===== config.mk =====
export PLATFORM = sky130hd
export DESIGN_NAME = stopwatch_counter
export DESIGN_NICKNAME = d
export VERILOG_FILES = /design/src/rtl/stopwatch_counter.sv
export SDC_FILE = /design/constraint.sdc
export NUM_CORES = 1
export LEC_CHECK = 0
export CORE_MARGIN = 2
export CORE_UTILIZATION = 55
export DETAILED_ROUTE_END_ITERATION = 10
export PLACE_DENSITY = 0.82
export SLEW_MARGIN = 20
export SYNTH_ARGS = -nofsm -noshare
export SYNTH_HDL_FRONTEND = slang
export SYNTH_SLANG_ARGS = --single-unit

===== constraint.sdc =====
create_clock -name clk -period 6.1 [get_ports clk]
set_input_delay 0.61 -clock clk [delete_from_list [all_inputs] [get_ports clk]]
set_output_delay 0.61 -clock clk [all_outputs]
set_load 0.03 [all_outputs]

===== src/rtl/stopwatch_counter.sv =====
// Stopwatch core: 100 Hz tick to BCD MM:SS.cc with run/pause/lap/clear control.
// Latency: button press effective BTN_SYNC+1 clks after sampling; disp_bcd 1 clk after count.
// Backpressure: none; ticks outside RUN are dropped, never queued.
module stopwatch_counter #(
    parameter int MIN_LIMIT = 59,
    parameter int BTN_SYNC  = 2
) (
    input  logic        clk,
    input  logic        rst,
    input  logic        tick_in,
    input  logic        start_stop,
    input  logic        lap_reset,
    output logic [23:0] disp_bcd,
    output logic        running,
    output logic        lap_active,
    output logic        wrap
);

    typedef enum logic [1:0] {IDLE, RUN, PAUSE} state_t;

    typedef struct packed {
        logic [3:0] min_t;
        logic [3:0] min_o;
        logic [3:0] sec_t;
        logic [3:0] sec_o;
        logic [3:0] cs_t;
        logic [3:0] cs_o;
    } bcd_t;

    localparam logic [3:0] MIN_LIM_T = 4'(MIN_LIMIT / 10);
    localparam logic [3:0] MIN_LIM_O = 4'(MIN_LIMIT % 10);

    state_t              state_q, state_d;
    logic [BTN_SYNC-1:0] ss_sync, lr_sync;
    logic                ss_prev, lr_prev;
    logic                ss_edge, lr_edge;
    logic                tick_q, tick_rise;
    logic                count_inc, clear, lap_d, wrap_d;
    bcd_t                cnt_q, cnt_d, lap_q;

    // Button path: synchronizer, then a registered rising-edge pulse.
    always_ff @(posedge clk or posedge rst) begin
        if (rst) begin
            ss_sync <= '0;
            lr_sync <= '0;
            ss_prev <= 1'b0;
            lr_prev <= 1'b0;
            ss_edge <= 1'b0;
            lr_edge <= 1'b0;
            tick_q  <= 1'b0;
        end else begin
            ss_sync <= {ss_sync[BTN_SYNC-2:0], start_stop};
            lr_sync <= {lr_sync[BTN_SYNC-2:0], lap_reset};
            ss_prev <= ss_sync[BTN_SYNC-1];
            lr_prev <= lr_sync[BTN_SYNC-1];
            ss_edge <= ss_sync[BTN_SYNC-1] & ~ss_prev;
            lr_edge <= lr_sync[BTN_SYNC-1] & ~lr_prev;
            tick_q  <= tick_in;
        end
    end

    assign tick_rise = tick_in & ~tick_q;
    // The tick is judged against the pre-transition state.
    assign count_inc = (state_q == RUN) & tick_rise;

    always_comb begin
        state_d = state_q;
        lap_d   = lap_active;
        clear   = 1'b0;
        case (state_q)
            IDLE: begin
                if (ss_edge) state_d = RUN;
            end
            RUN: begin
                if (ss_edge)      state_d = PAUSE;
                else if (lr_edge) lap_d = ~lap_active;
            end
            PAUSE: begin
                if (ss_edge) begin
                    state_d = RUN;
                end else if (lr_edge) begin
                    state_d = IDLE;
                    lap_d   = 1'b0;
                    clear   = 1'b1;
                end
            end
            default: state_d = IDLE;
        endcase
    end

    always_comb begin
        cnt_d  = cnt_q;
        wrap_d = 1'b0;
        if (clear) begin
            cnt_d = '0;
        end else if (count_inc) begin
            if (cnt_q.cs_o != 4'd9) begin
                cnt_d.cs_o = cnt_q.cs_o + 4'd1;
            end else begin
                cnt_d.cs_o = 4'd0;
                if (cnt_q.cs_t != 4'd9) begin
                    cnt_d.cs_t = cnt_q.cs_t + 4'd1;
                end else begin
                    cnt_d.cs_t = 4'd0;
                    if (cnt_q.sec_o != 4'd9) begin
                        cnt_d.sec_o = cnt_q.sec_o + 4'd1;
                    end else begin
                        cnt_d.sec_o = 4'd0;
                        if (cnt_q.sec_t != 4'd5) begin
                            cnt_d.sec_t = cnt_q.sec_t + 4'd1;
                        end else begin
                            cnt_d.sec_t = 4'd0;
                            if (cnt_q.min_t == MIN_LIM_T && cnt_q.min_o == MIN_LIM_O) begin
                                cnt_d.min_t = 4'd0;
                                cnt_d.min_o = 4'd0;
                                wrap_d      = 1'b1;
                            end else if (cnt_q.min_o != 4'd9) begin
                                cnt_d.min_o = cnt_q.min_o + 4'd1;
                            end else begin
                                cnt_d.min_o = 4'd0;
                                cnt_d.min_t = cnt_q.min_t + 4'd1;
                            end
                        end
                    end
                end
            end
        end
    end

    always_ff @(posedge clk or posedge rst) begin
        if (rst) begin
            state_q    <= IDLE;
            cnt_q      <= '0;
            lap_q      <= '0;
            lap_active <= 1'b0;
            running    <= 1'b0;
            wrap       <= 1'b0;
            disp_bcd   <= '0;
        end else begin
            state_q    <= state_d;
            cnt_q      <= cnt_d;
            lap_active <= lap_d;
            running    <= (state_d == RUN);
            wrap       <= wrap_d;
            disp_bcd   <= lap_active ? lap_q : cnt_q;
            // Lap captures the count as it stands after this edge's tick.
            if (clear)                     lap_q <= '0;
            else if (lap_d && !lap_active) lap_q <= cnt_d;
        end
    end

endmodule


Yosys cells after proc, flatten, opt, wreduce, memory -nomap -nowiden
Cells that the tools add are included.

Add/sub/neg operators: 6. Equality and inequality tests: 10. Multiplexer cells: 36. Bitwise logic cells: 8. Reduce and logical (&&, ||, !) cells: 5.

Operators by type and width (number): $mux W24 (5); $add A4 B1 Y4 const B (6); $mux W4 (6); $mux W20 (1); $mux W16 (1); $mux W8 (2); $ne A4 B4 Y1 const B (4); $mux W1 (14); $mux W12 (1); $mux W2 (4); $pmux W2 S3 (1); $and A1 B1 Y1 (4); $eq A2 B1 Y1 const B (2); $eq A4 B3 Y1 const B (1); $eq A4 B4 Y1 const B (1); $ne A4 B3 Y1 const B (1); $not A1 Y1 (4); $eq A2 B2 Y1 const B (1); $logic_and A1 B1 Y1 (2); $logic_not A2 Y1 (1); $pmux W1 S2 (1); $reduce_bool A2 Y1 (1); $logic_not A1 Y1 (1).

Register bits: 86. Bits of input ports: 5. Output and inout port bits: 27. Logic and storage cells: 89.

Logic depth before layout (Yosys ltp)
Gate-level depths: netlist (run 1).

Word-level depth: 11. Depth in mapped cells: 8.

Worst setup path after synthesis (run 1)
OpenSTA, ideal clock, no wires.

Kind: reg2reg. From: register lap_active. To: register lap_q[9] (netlist name). Library setup time: 94 ps. Arrival time: 1834 ps. Data required time: 6006 ps. Setup slack: 4172 ps. Stages on the path, launching flop included: 8. Buffers on the path: 1. Path through: dfrtp_1 ha_1 or2b_1 a21oi_1 and2b_1 buf_4 nor2_1 a211oi_1.

Cells in the longest elaborated chain, start to end: 6. Elaborated cells on any way between the ends: 9.

RTL lines: from (decl) (RTL line 15) `output logic lap_active,`; from (signal assigned) (RTL line 142) `lap_active <= lap_d;`; $not A1 Y1 (RTL line 76) `else if (lr_edge) lap_d = ~lap_active;`; $mux W1 (RTL line 76); $mux W1 (RTL line 75) `if (ss_edge) state_d = PAUSE;`; $pmux W1 S2 (RTL line 70) `case (state_q)`; $logic_and A1 B1 Y1 * (RTL line 148) `else if (lap_d && !lap_active) lap_q <= cnt_d;`; $reduce_bool A2 Y1 (no source line) *; to (signal assigned) (RTL line 148); to (decl) (RTL line 39) `bcd_t cnt_q, cnt_d, lap_q;`.

Mark *: on every way between the ends. The rest lies on a longest branch, timed or not. A chain may end at the register's enable or synchronous reset.

Worst setup path after layout (run 1)
From: register state_q[1]. To: register lap_q[11] (netlist name).

Cells in the longest elaborated chain, start to end: 6. Elaborated cells on any way between the ends: 11.

RTL lines: from (decl) (RTL line 33) `state_t state_q, state_d;`; from (signal assigned) (RTL line 140) `state_q <= state_d;`; $eq A2 B1 Y1 (RTL line 64, 70); $and A1 B1 Y1 (RTL line 64) `assign count_inc = (state_q == RUN) & tick_rise;`; $mux W24 (RTL line 96) `end else if (count_inc) begin`; $mux W24 (RTL line 94) `if (clear) begin`; $mux W24 (RTL line 148); $mux W24 (RTL line 147) `if (clear) lap_q <= '0;`.

Several ways; a longest one is shown, not always the timed one. The select of a mux whose other input is x is not followed.

==> metrics list, run 1 <==
* Share of flip-flops with an asynchronous set or reset after synthesis: 1.00
- In this run the cell area of the synthesized design comes to 3800 sq um.
- Starting DRT DRC Count: ~140
- The multi-input combinational cells in the finished layout cover a total of ~1500 sq um.
* Net count reported at finish: approximately 390
* Fin crit period: 2.55 ns
- Req. time, crit path: ~6.4 ns
- Max-cap violations: 0
- Pre-CTS setup slack: about 3.4 ns
* Largest net degree at the start of global routing: 87
* Synth Instances: around 340
* Antenna diode count: 0
- Proportion of layout cells with a drive suffix above 1: 0.124
- Adding up every negative setup slack in the final design gives 0 ns.
- Core Footprint: 6760 sq um
- The initialized floorplan defines 30 standard-cell rows.
* Category of cells accounting for the largest share of critical-path delay: simple AND/OR/NAND/NOR gates
- Once placement completed, the tool counted placed cells totaling between 400 and 500.
* Critical path peak fanout: 32
- Vias in the first global route: roughly 2500
- Summed over all nets, the half-perimeter wirelength after detailed placement is 4300 microns.
- For this design the top-level I/O count stands at 32.
- During synthesis, Yosys emitted a total of 0 warnings.
* Post-route DRC violation count: 0
- Cell area after layout: 4360 sq um
- The number of nets in the synthesized netlist is approximately 360.
* First-pass GRT wire length: 11900 microns
* # resized after CTS: 0
- The slowest stage of the critical path belongs to the cell sky130_fd_sc_hd__and2b_1.
- Clock Root Buffer: sky130_fd_sc_hd__clkbuf_8
* Worst slew margin relative to its limit: 0.302
- For this configuration, the core starts out at a cell density of 0.563.
- Via density: roughly 5.6
- Startpoint of the worst register-to-register path: state_q[1]
- Number of buffers added by the clock tree synthesis step: 9
* Minimum setup slack among reg-to-reg paths: 3.55 ns
- Synth cell types: 46
- Clock-pin transition on the worst setup and hold timing paths: around 0.090 ns
- At the end of the flow the core is filled with cells to 0.645.
- Number of iterations in the first detailed-routing pass: 4
- Final setup slack of the worst path: approximately 3.6 ns
* Worst path max stage delay: approximately 0.85 ns
- Sink count of the clock tree: 86
- Routed wire length: 6770 microns
* Number of pins exceeding their max-slew limit in the final report: 0
- Number of cells on the worst reg-to-reg path: 7
- Setup crit start: state_q[1]
- Post-synth top flop: sky130_fd_sc_hd__dfrtp_1
* Maximum achievable frequency: around 0.39 GHz
* Number of buffers added for setup after CTS: 0
- Fraction of the mapped netlist area in simple logic gates: 0.156
- Yosys mapped a number of flops with a built-in enable equal to 0.
- Flip-flop and latch area: 2150 sq um
- Peak supply drop: between 0.00015 and 0.0002 V
- The worst setup path is captured at a register.
- Crit path launch type: register
- Synth Area in Adders: 0.0559
* Grt ovf: 0
- Hold violation count in the final report: 0
- The area fraction in compound gates after synthesis was 0.103.
* Transition at the pin with the smallest max-transition slack: between 1 and 1.5 ns
- Synthesis inferred between 80 and 90 register bits.
- Mux share of post-synthesis cell area: 0.0717
- After detailed placement, the total cell area comes to 4150 sq um.
- The average instance in the mapped netlist occupies roughly 11 sq um.
- Detailed routing inserted a total of between 2000 and 3000 vias.
* Combinational family with the most area after synthesis: simple AND/OR/NAND/NOR gates
- Area added between synthesis and finish: 14.5%
- Routability-driven placement finished with a final weighted congestion of between 0.7 and 0.8.
- The finished layout holds 450 standard cells, fillers aside.
- Total GRT Usage: 0.202
* Path category of the worst min-delay check: reg -> reg
- Dividing the detail-routed wire length by the instance count gives 15.0 microns.
- Parity-gate share of the synthesized area counting xor and xnor cells: 0.0161
- Power per cell area: between 300 and 400 nW/um^2
* Capture instance of the worst register-to-register path: lap_q[11]
- The H-tree generated during clock tree synthesis spans 3 levels.
* Sequential-to-total area share from yosys stat: 0.566
* Hold-critical path endpoint: lr_sync[1]
- The run finished with clean final reports.
- TritonCTS built the clock tree.
* Port Buffers: 31
- Antenna violations before repair: 0
- The die is slightly below 90 microns wide.
- The critical path is of the reg -> reg type.
* Final Cycle Share: 0.417
* Setup repair after global routing missed its margin: false
- No sink is reached through more buffers than the 2 on the longest clock path.
- Worst EP arrival: ~2.8 ns
- Buffers and inverters on the worst path: 1
* Die outline area: approximately 7600 sq um
- Finish-stage setup viols: 0
- In this run the most critical hold path is launched from lr_sync[0].
- Final-layout fill cell count: about 520
- Source-to-sink clock delay at the later pin of the worst-skew pair: 0.36 ns
* CTS Hold Buffers Added: 0
- Depth of the worst hold-timing path: 0
* Worst-case clock skew: about 0.015 ns
- Post-route ant nets: 0
* Cell breakdown of the critical path: inv_1 -> ha_1 -> or2b_1 -> a21oi_1 -> and2b_1 -> o21ai_0 -> a31oi_1
* Chip height: slightly below 90 microns
* LEAKAGE: 2.05 nW
## worst max-delay path by stage
| stage | depth (start not counted) | endpoint |
|---|---|---|
| 2_1_floorplan | 1 | cnt_q[0] |
| 3_3_place_gp | 6 | lap_q[15] |
| 3_5_place_dp | 6 | lap_q[21] |
| 4_1_cts | 7 | lap_q[11] |
| 5_1_grt | 7 | lap_q[23] |
| 6_report | 7 | lap_q[11] |
## placed cells by master (no fill, tap or decap), drive strengths merged, types with 10 or more instances in the layout
master and n:
o21ai 23, a21oi 21, dfrtp 86, inv 10
clkbuf 10, nor3 12, nand3 17, nor2 36
nand2 17, mux2 18, ha 17, clkdlybuf4s50 31
## stage by stage
step	hold WS [ns]	total power, W
final	0.355	0.00163
after global routing	0.364	0.00172
after CTS	0.360	0.00164
after detailed placement	0.342	0.00124
after global placement	0.333	0.00122
after floorplan	0.331	0.00110
## cells by family after synthesis
group           count (synthesis)
simple gates                  112
flops                          86
compound gates                 64
buf+inv                        26
mux                            25
fa+ha+maj                      17
xor+xnor                        7
## registers in the layout (all words and copies together), names as in the netlist, 2 cells and up
signal / count
lap_q: 24
lr_sync: 2
ss_sync: 2
state_q: 2
cnt_q: 24
disp_bcd: 24
## cells in the mapped netlist (2+ instances only)
master	instances	area, sq um
sky130_fd_sc_hd__a21oi_1	19	95.1
sky130_fd_sc_hd__clkbuf_1	4	15.0
sky130_fd_sc_hd__mux2i_1	7	70.1
sky130_fd_sc_hd__a211oi_1	5	37.5
sky130_fd_sc_hd__xor2_1	4	35.0
sky130_fd_sc_hd__nand4_1	4	25.0
sky130_fd_sc_hd__a21o_1	2	15.0
sky130_fd_sc_hd__and3_1	3	18.8
sky130_fd_sc_hd__o31a_1	2	17.5
sky130_fd_sc_hd__nor2b_1	6	37.5
sky130_fd_sc_hd__nor2_1	36	135
sky130_fd_sc_hd__nand3_1	16	80.1
sky130_fd_sc_hd__buf_4	2	15.0
sky130_fd_sc_hd__o21ai_0	22	110
sky130_fd_sc_hd__nand2_1	16	60.1
sky130_fd_sc_hd__o31ai_1	6	45.0
sky130_fd_sc_hd__nand2b_1	2	12.5
sky130_fd_sc_hd__inv_1	11	41.3
sky130_fd_sc_hd__and2_1	4	25.0
sky130_fd_sc_hd__xnor2_1	3	26.3
sky130_fd_sc_hd__dfrtp_1	86	2150
sky130_fd_sc_hd__a21oi_2	2	17.5
sky130_fd_sc_hd__buf_2	3	15.0
sky130_fd_sc_hd__and3b_1	5	43.8
sky130_fd_sc_hd__mux2_2	18	203
sky130_fd_sc_hd__ha_1	17	213
sky130_fd_sc_hd__nor3_1	10	50.1
sky130_fd_sc_hd__buf_1	4	15.0
## metal layers
metal	part of all wire	wire length [microns]	track usage
met1	0.48	3240	0.277
met3	0.029	193	0.0483
met4	0.017	112	0.0699
met5	0	0	0
met2	0.48	3230	0.319
## report_power, final
group | switching [W] | internal (W)
clock network | 0.000199 | 0.000199
registers | 0.0000648 | 0.000697
logic | 0.000271 | 0.000200
total | 0.000535 | 0.00110
## final cells by class
cell class,count,area share
Tap cell,80,0.0230
Timing Repair Buffer,33,0.0756
Sequential cell,86,0.494
Inverter,11,0.00977
Clock inverter,5,0.0138
Multi-Input combinational cell,225,0.352
Clock buffer,10,0.0316
No activity file was read; power rests on OpenSTA's default activity.
==> run 2, diff against run 1 <==
--- a/config.mk
+++ b/config.mk
@@ -6,7 +6,7 @@
 export NUM_CORES = 1
 export LEC_CHECK = 0
 export CORE_MARGIN = 2
-export CORE_UTILIZATION = 55
+export CORE_UTILIZATION = 52
 export DETAILED_ROUTE_END_ITERATION = 10
 export PLACE_DENSITY = 0.82
 export SLEW_MARGIN = 20
==> constraint.sdc (replaced) <==
create_clock -name clk -period 2.25 [get_ports clk]
set_input_delay 0.225 -clock clk [delete_from_list [all_inputs] [get_ports clk]]
set_output_delay 0.225 -clock clk [all_outputs]
set_load 0.03 [all_outputs]
==> run 2 against run 1 <==
Net effect:
- setup slack worse by 3.4 ns
- largest power group unchanged
- global-route usage is 0.15 points higher
- highest routed layer unchanged
- critical path depth down 5
==> metrics list, run 2 (synthesis results as in run 1) <==
- The flow ran to the end, and the final reports show no timing, DRC or antenna violations.
* Initial Util: 0.530
- The analysis attributes to cell leakage a power of between 2 and 2.5 nW.
* Vias post-DR: ~2600
- Finish-stage setup viols: 0
- Setup repair after global routing missed its margin: false
- First-pass GRT wire length: around 12000 microns
* Peak supply drop: around 0.00036 V
- At the pin with the least slew margin, the transition time is approximately 0.44 ns.
- Starting DRT DRC Count: 135
- The design draws approximately 0.0044 W.
- After floorplanning, the core was sized to cover between 7000 and 8000 sq um.
- Total GRT Usage: 0.204
* Cell area after layout: between 4000 and 5000 sq um
- In the layout the commonest cells are sky130_fd_sc_hd__dfrtp_1 (86), sky130_fd_sc_hd__nor2_1 (36), sky130_fd_sc_hd__clkdlybuf4s50_1 (31).
* Post-route ant nets: 0
* Number of rows in the core area: 31
* Width of the die: 89.5 microns
- Crit path launch type: register
* Number of pins exceeding their max-slew limit in the final report: 0
- The total overflow left after global routing is 0.
- For this run, design rule violations remaining after detail routing come to 0.
- In this run the vertical extent of the chip is between 80 and 90 microns.
- Net count reported at finish: a little under 400
- HPWL Detailed: around 4800 microns
- TritonCTS built the clock tree.
- In the finished design, the share of the clock period the worst path needs comes to 0.923.
- Path category of the worst min-delay check: in -> reg
- Sink count of the clock tree: between 80 and 90
- The longest clock path from root to sink contains 2 buffers.
- Io pins: 32
- The via count of the first global-routing pass was about 2700.
- Depth of the worst hold-timing path: 1
* Proportion of layout cells with a drive suffix above 1: 0.150
- Routed wire length: roughly 7100 microns
- The tightest hold path in the finished design has a slack of between 0.3 and 0.4 ns.
- Max-cap violations in this run came to 0.
- CTS built an H-tree with a depth of 3.
- The number of cells on the worst reg-to-reg path is 7.
- Area added between synthesis and finish: 17.1%
- In this run the tightest slew margin relative to its limit is 0.709.
- Hold repair after CTS inserted 0 buffers.
* Number of buffers added by the clock tree synthesis step: 9
- Antenna diode count: 0
* Worst-case clock skew: around 0.007 ns
- Endpoint class of the critical path: primary output
- After detailed placement, the total cell area comes to approximately 4300 sq um.
- Number of iterations in the first detailed-routing pass: 4
- Critical path peak fanout: 34
* Average wire per standard cell: about 15 microns
- Hold violation count in the final report: 0
- Clock-pin transition on the worst setup and hold timing paths: approximately 0.090 ns
- Power per cell area: just under 1000 nW/um^2
- Using the TritonRoute via totals, the vias-per-cell ratio works out to 5.39.
- Start-to-end type of the worst setup path: reg -> out
- The worst path needs about 2.1 ns of the cycle, external delays included.
- Die outline area: around 8000 sq um
- In the final timing run, aggregate negative setup slack is 0 ns.
- Largest registers: cnt_q x24, disp_bcd x24, lap_q x24
- Largest net degree at the start of global routing: 87
- Antenna violations before repair: 0
- Final core utilization: 0.621
- Most frequent standard cell in the layout excluding fill and tap cells: sky130_fd_sc_hd__dfrtp_1
* Clock Root Buffer: sky130_fd_sc_hd__clkbuf_8
* Global placer's final weighted congestion: approximately 0.84
- At the later pin of the worst-skew pair, clock insertion delay measures around 0.36 ns.
* Req. time, crit path: around 2 ns
- Final-layout fill cell count: slightly below 600
* Maximum achievable frequency: just under 0.5 GHz
- Data on the critical path arrives at its endpoint at roughly 1.9 ns.
* Port Buffers: 31
[run 2: final timing paths]
path / from / to / slack [ns]
worst max register to register: state_q[1] / cnt_q[21] / 0.18
worst min register to register: lr_sync[0] / lr_sync[1] / 0.36
worst min-delay path: lap_reset / lr_sync[0] / 0.30
worst max-delay path: lap_active / lap_active / 0.17
min in group asynchronous: rst / cnt_q[2] / 0.35
max in group asynchronous: rst / disp_bcd[15] / 1.58
[run 2: metrics by stage]
stage	worst slack (ns)	instances
after floorplan	0.322	337
after global placement	0.306	463
after detailed placement	0.216	463
after CTS	0.159	479
after global routing	0.0264	480
final	0.174	480
[run 2: final cells by class]
type                       instances  area (sq um)  share of cell area
sequential                        86          2150               0.483
multi-input combinational        225          1540               0.345
timing repair buffer              43           413              0.0927
clock buffer                      10           138              0.0309
tap                               99           124              0.0278
clock inverter                     6          45.0              0.0101
inverter                          11          45.0              0.0101
[run 2: where the power goes]
part,internal (W),switching (W),leakage (nW)
sequential,0.00189,0.000178,1.14
combinational,0.000570,0.000753,0.854
clock,0.000435,0.000569,0.0849
total,0.00289,0.00150,2.08
[run 2: what timing repair did]
action / 4_1_cts / 5_1_grt
buffers inserted: 0 / 1
setup endpoints to repair: 0 / 2
resized for setup: 0 / 1
[run 2: routing by layer]
layer	global-route usage	wire length (microns)	up-vias	share of wire
met1	0.262	3230	1285	0.45
met5	0	0	-	0
met3	0.0314	194	14	0.027
met4	0.0950	158	0	0.022
li1	-	-	1243	-
met2	0.339	3550	44	0.50
[run 2: worst max-delay path: stages, from the launching register on]
cell and delay, ns:
sky130_fd_sc_hd__dfrtp_1 0.37, sky130_fd_sc_hd__buf_4 0.38, sky130_fd_sc_hd__clkdlybuf4s50_1 0.75
==> run 3, diff against run 2 <==
--- a/config.mk
+++ b/config.mk
@@ -5,9 +5,12 @@
 export SDC_FILE = /design/constraint.sdc
 export NUM_CORES = 1
 export LEC_CHECK = 0
+export CELL_PAD_IN_SITES_DETAIL_PLACEMENT = 0
+export CELL_PAD_IN_SITES_GLOBAL_PLACEMENT = 1
 export CORE_MARGIN = 2
-export CORE_UTILIZATION = 52
+export CORE_UTILIZATION = 42
 export DETAILED_ROUTE_END_ITERATION = 10
+export GPL_ROUTABILITY_DRIVEN = 0
 export PLACE_DENSITY = 0.82
 export SLEW_MARGIN = 20
 export SYNTH_ARGS = -nofsm -noshare
==> run 3 against run 2 <==
Net effect:
- sequential cell count stayed put
- sequential power hardly changed
- core utilization decreased by 11 points
- setup slack better by 0.0055 ns
- register-to-register slack better by 0.05 ns
==> metrics list, run 3 (synthesis results as in run 1) <==
- Most frequent cells in the layout: sky130_fd_sc_hd__dfrtp_1 (86), sky130_fd_sc_hd__nor2_1 (36), sky130_fd_sc_hd__clkdlybuf4s50_1 (31)
- Peak supply drop: roughly 0.00034 V
* Antenna violations before repair: 0
- After global routing the overflow that remains totals 0.
* Final Cycle Share: 0.920
* Number of pins exceeding their max-slew limit in the final report: 0
* Routed wire length: roughly 7000 microns
- Number of instances in the placed design: around 470
- Power per cell area: just under 1000 nW/um^2
* Largest net degree at the start of global routing: 87
* Worst slew margin relative to its limit: 0.655
* Post-route DRC violation count: 0
* Critical path peak fanout: 34
- The count of nets left with antenna violations once routing finished came out at 0.
- The floorplan has 34 rows.
- Vias post-DR: 2539
* Setup repair after global routing missed its margin: false
* Largest registers: cnt_q x24, disp_bcd x24, lap_q x24
* Clk buf depth: 2
- Source-to-sink clock delay at the later pin of the worst-skew pair: around 0.36 ns
- Derived from the worst setup path, the maximum achievable clock frequency is 0.483 GHz.
- Sink count of the clock tree: 86
* Net count reported at finish: 400
- After clock tree synthesis, the clock-pin slew on the worst setup and hold paths is about 0.090 ns.
* Endpoint class of the critical path: primary output
* Worst-case clock skew: just under 0.008 ns
- Finish-stage setup viols: 0
- In the final routed layout, each cell accounts on average for around 14 microns.
* Crit path launch type: register
* Pre-CTS setup slack: 0.0155 ns
* CTS tree: done
* Total GRT Usage: 0.160
- Width of the die: 99.2 microns
- After layout, the design draws a total of 0.00438 W.
- CTS built an H-tree with a depth of 3.
- Via density: about 5.2
* Core Footprint: approximately 8800 sq um
- Initial Util: 0.434
- First-pass GRT wire length: approximately 12000 microns
- Final total negative setup slack: 0 ns
* Outcome: complete, no violations
- Hold violation count in the final report: 0
- Port Buffers: 31
- Post-route worst hold slack: 0.296 ns
* Proportion of layout cells with a drive suffix above 1: 0.154
- Final setup slack of the worst path: 0.180 ns
- From synthesis to final layout, the design area changed by 18.0%.
* Transition at the pin with the smallest max-transition slack: just over 0.5 ns
- Before antenna repair, the detailed router went through 4 iterations.
- Across the run, the number of max-cap violations was 0.
- Most frequent standard cell in the layout excluding fill and tap cells: sky130_fd_sc_hd__dfrtp_1
- The tightest min-delay check is of the in -> reg type.
* HPWL Detailed: roughly 4600 microns
- The filler cells instantiated in the layout total approximately 800.
* Start-to-end type of the worst setup path: reg -> out
* Io pins: 32
- Data arrives at the worst endpoint at 1.85 ns.
* Clock Root Buffer: sky130_fd_sc_hd__clkbuf_8
- Req. time, crit path: 2.03 ns
- The repair_antennas step left the layout with diodes totalling 0.
* CTS Hold Buffers Added: 0
- Vias in the first global route: about 2600
* Die outline area: roughly 10000 sq um
- Fin crit period: around 2.1 ns
- Buffers inserted during clock tree synthesis total 9.
- For this run, the number of standard cells in the final layout without fillers is 491.
* LEAKAGE: 2.10 nW
* Starting DRT DRC Count: 100
- Chip height: ~99 microns
## run 3: changes by cell type in the layout (fill, tap and decap cells not counted), sizes merged
| cell | previous run | this run |
|---|---|---|
| inv | 11 | 14 |
| clkbuf | 10 | 9 |
| clkinv | 2 | 1 |
| clkinvlp | 4 | 3 |
| buf | 12 | 14 |
## run 3: what timing repair did
item | 4_1_cts | 5_1_grt
setup endpoints to repair | 1 | 18
endpoints found under the hold margin | 0 | 0
setup buffers | 0 | 2
gates cloned | 0 | 0
pin swaps | 1 | 1
gates resized for setup | 0 | 1
## run 3: critical path, cell delays in order, from the launching register on
cell                              delay (ns)
sky130_fd_sc_hd__dfrtp_1                0.36
sky130_fd_sc_hd__buf_4                  0.38
sky130_fd_sc_hd__clkdlybuf4s50_1        0.75
## run 3: per-layer routing
layer | track usage | wire length [microns] | vias to the layer above
met3 | 0.0288 | 204 | 11
met1 | 0.215 | 3470 | 1234
li1 | - | - | 1254
met2 | 0.253 | 3280 | 40
met5 | 0 | 0 | -
met4 | 0.0727 | 136 | 0
## run 3: stage by stage
step | area, sq um | utilization
global placement | 4290 | 0.490
finish | 4490 | 0.512
global route | 4490 | 0.512
detailed placement | 4290 | 0.490
floorplan | 3810 | -
CTS | 4470 | 0.510
## run 3: where the power goes
group	switching, W	total, W	leakage (nW)	internal (W)
registers	0.000165	0.00205	1.14	0.00189
clock network	0.000595	0.00101	0.0870	0.000415
logic	0.000740	0.00131	0.864	0.000573
## run 3: final timing paths
kind,start,endpoint,slack (ns),depth (start not counted)
worst max-delay path,lap_active,lap_active,0.18,2
worst min-delay path,lap_reset,lr_sync[0],0.30,1
worst max register to register,state_q[1],lap_q[22],0.23,9
worst min register to register,ss_sync[0],ss_sync[1],0.35,0
max in group asynchronous,rst,cnt_q[18],1.55,3
min in group asynchronous,rst,cnt_q[21],0.31,3
## run 3: area by class of cell
type | count | area (sq um) | share of cell area
clock buffers | 9 | 124 | 0.0276
clock inverters | 7 | 55.1 | 0.0123
inverters | 11 | 45.0 | 0.0100
multi-input cells | 225 | 1530 | 0.342
flip-flops and latches | 86 | 2150 | 0.480
well taps | 108 | 135 | 0.0301
repair buffers | 45 | 440 | 0.0982
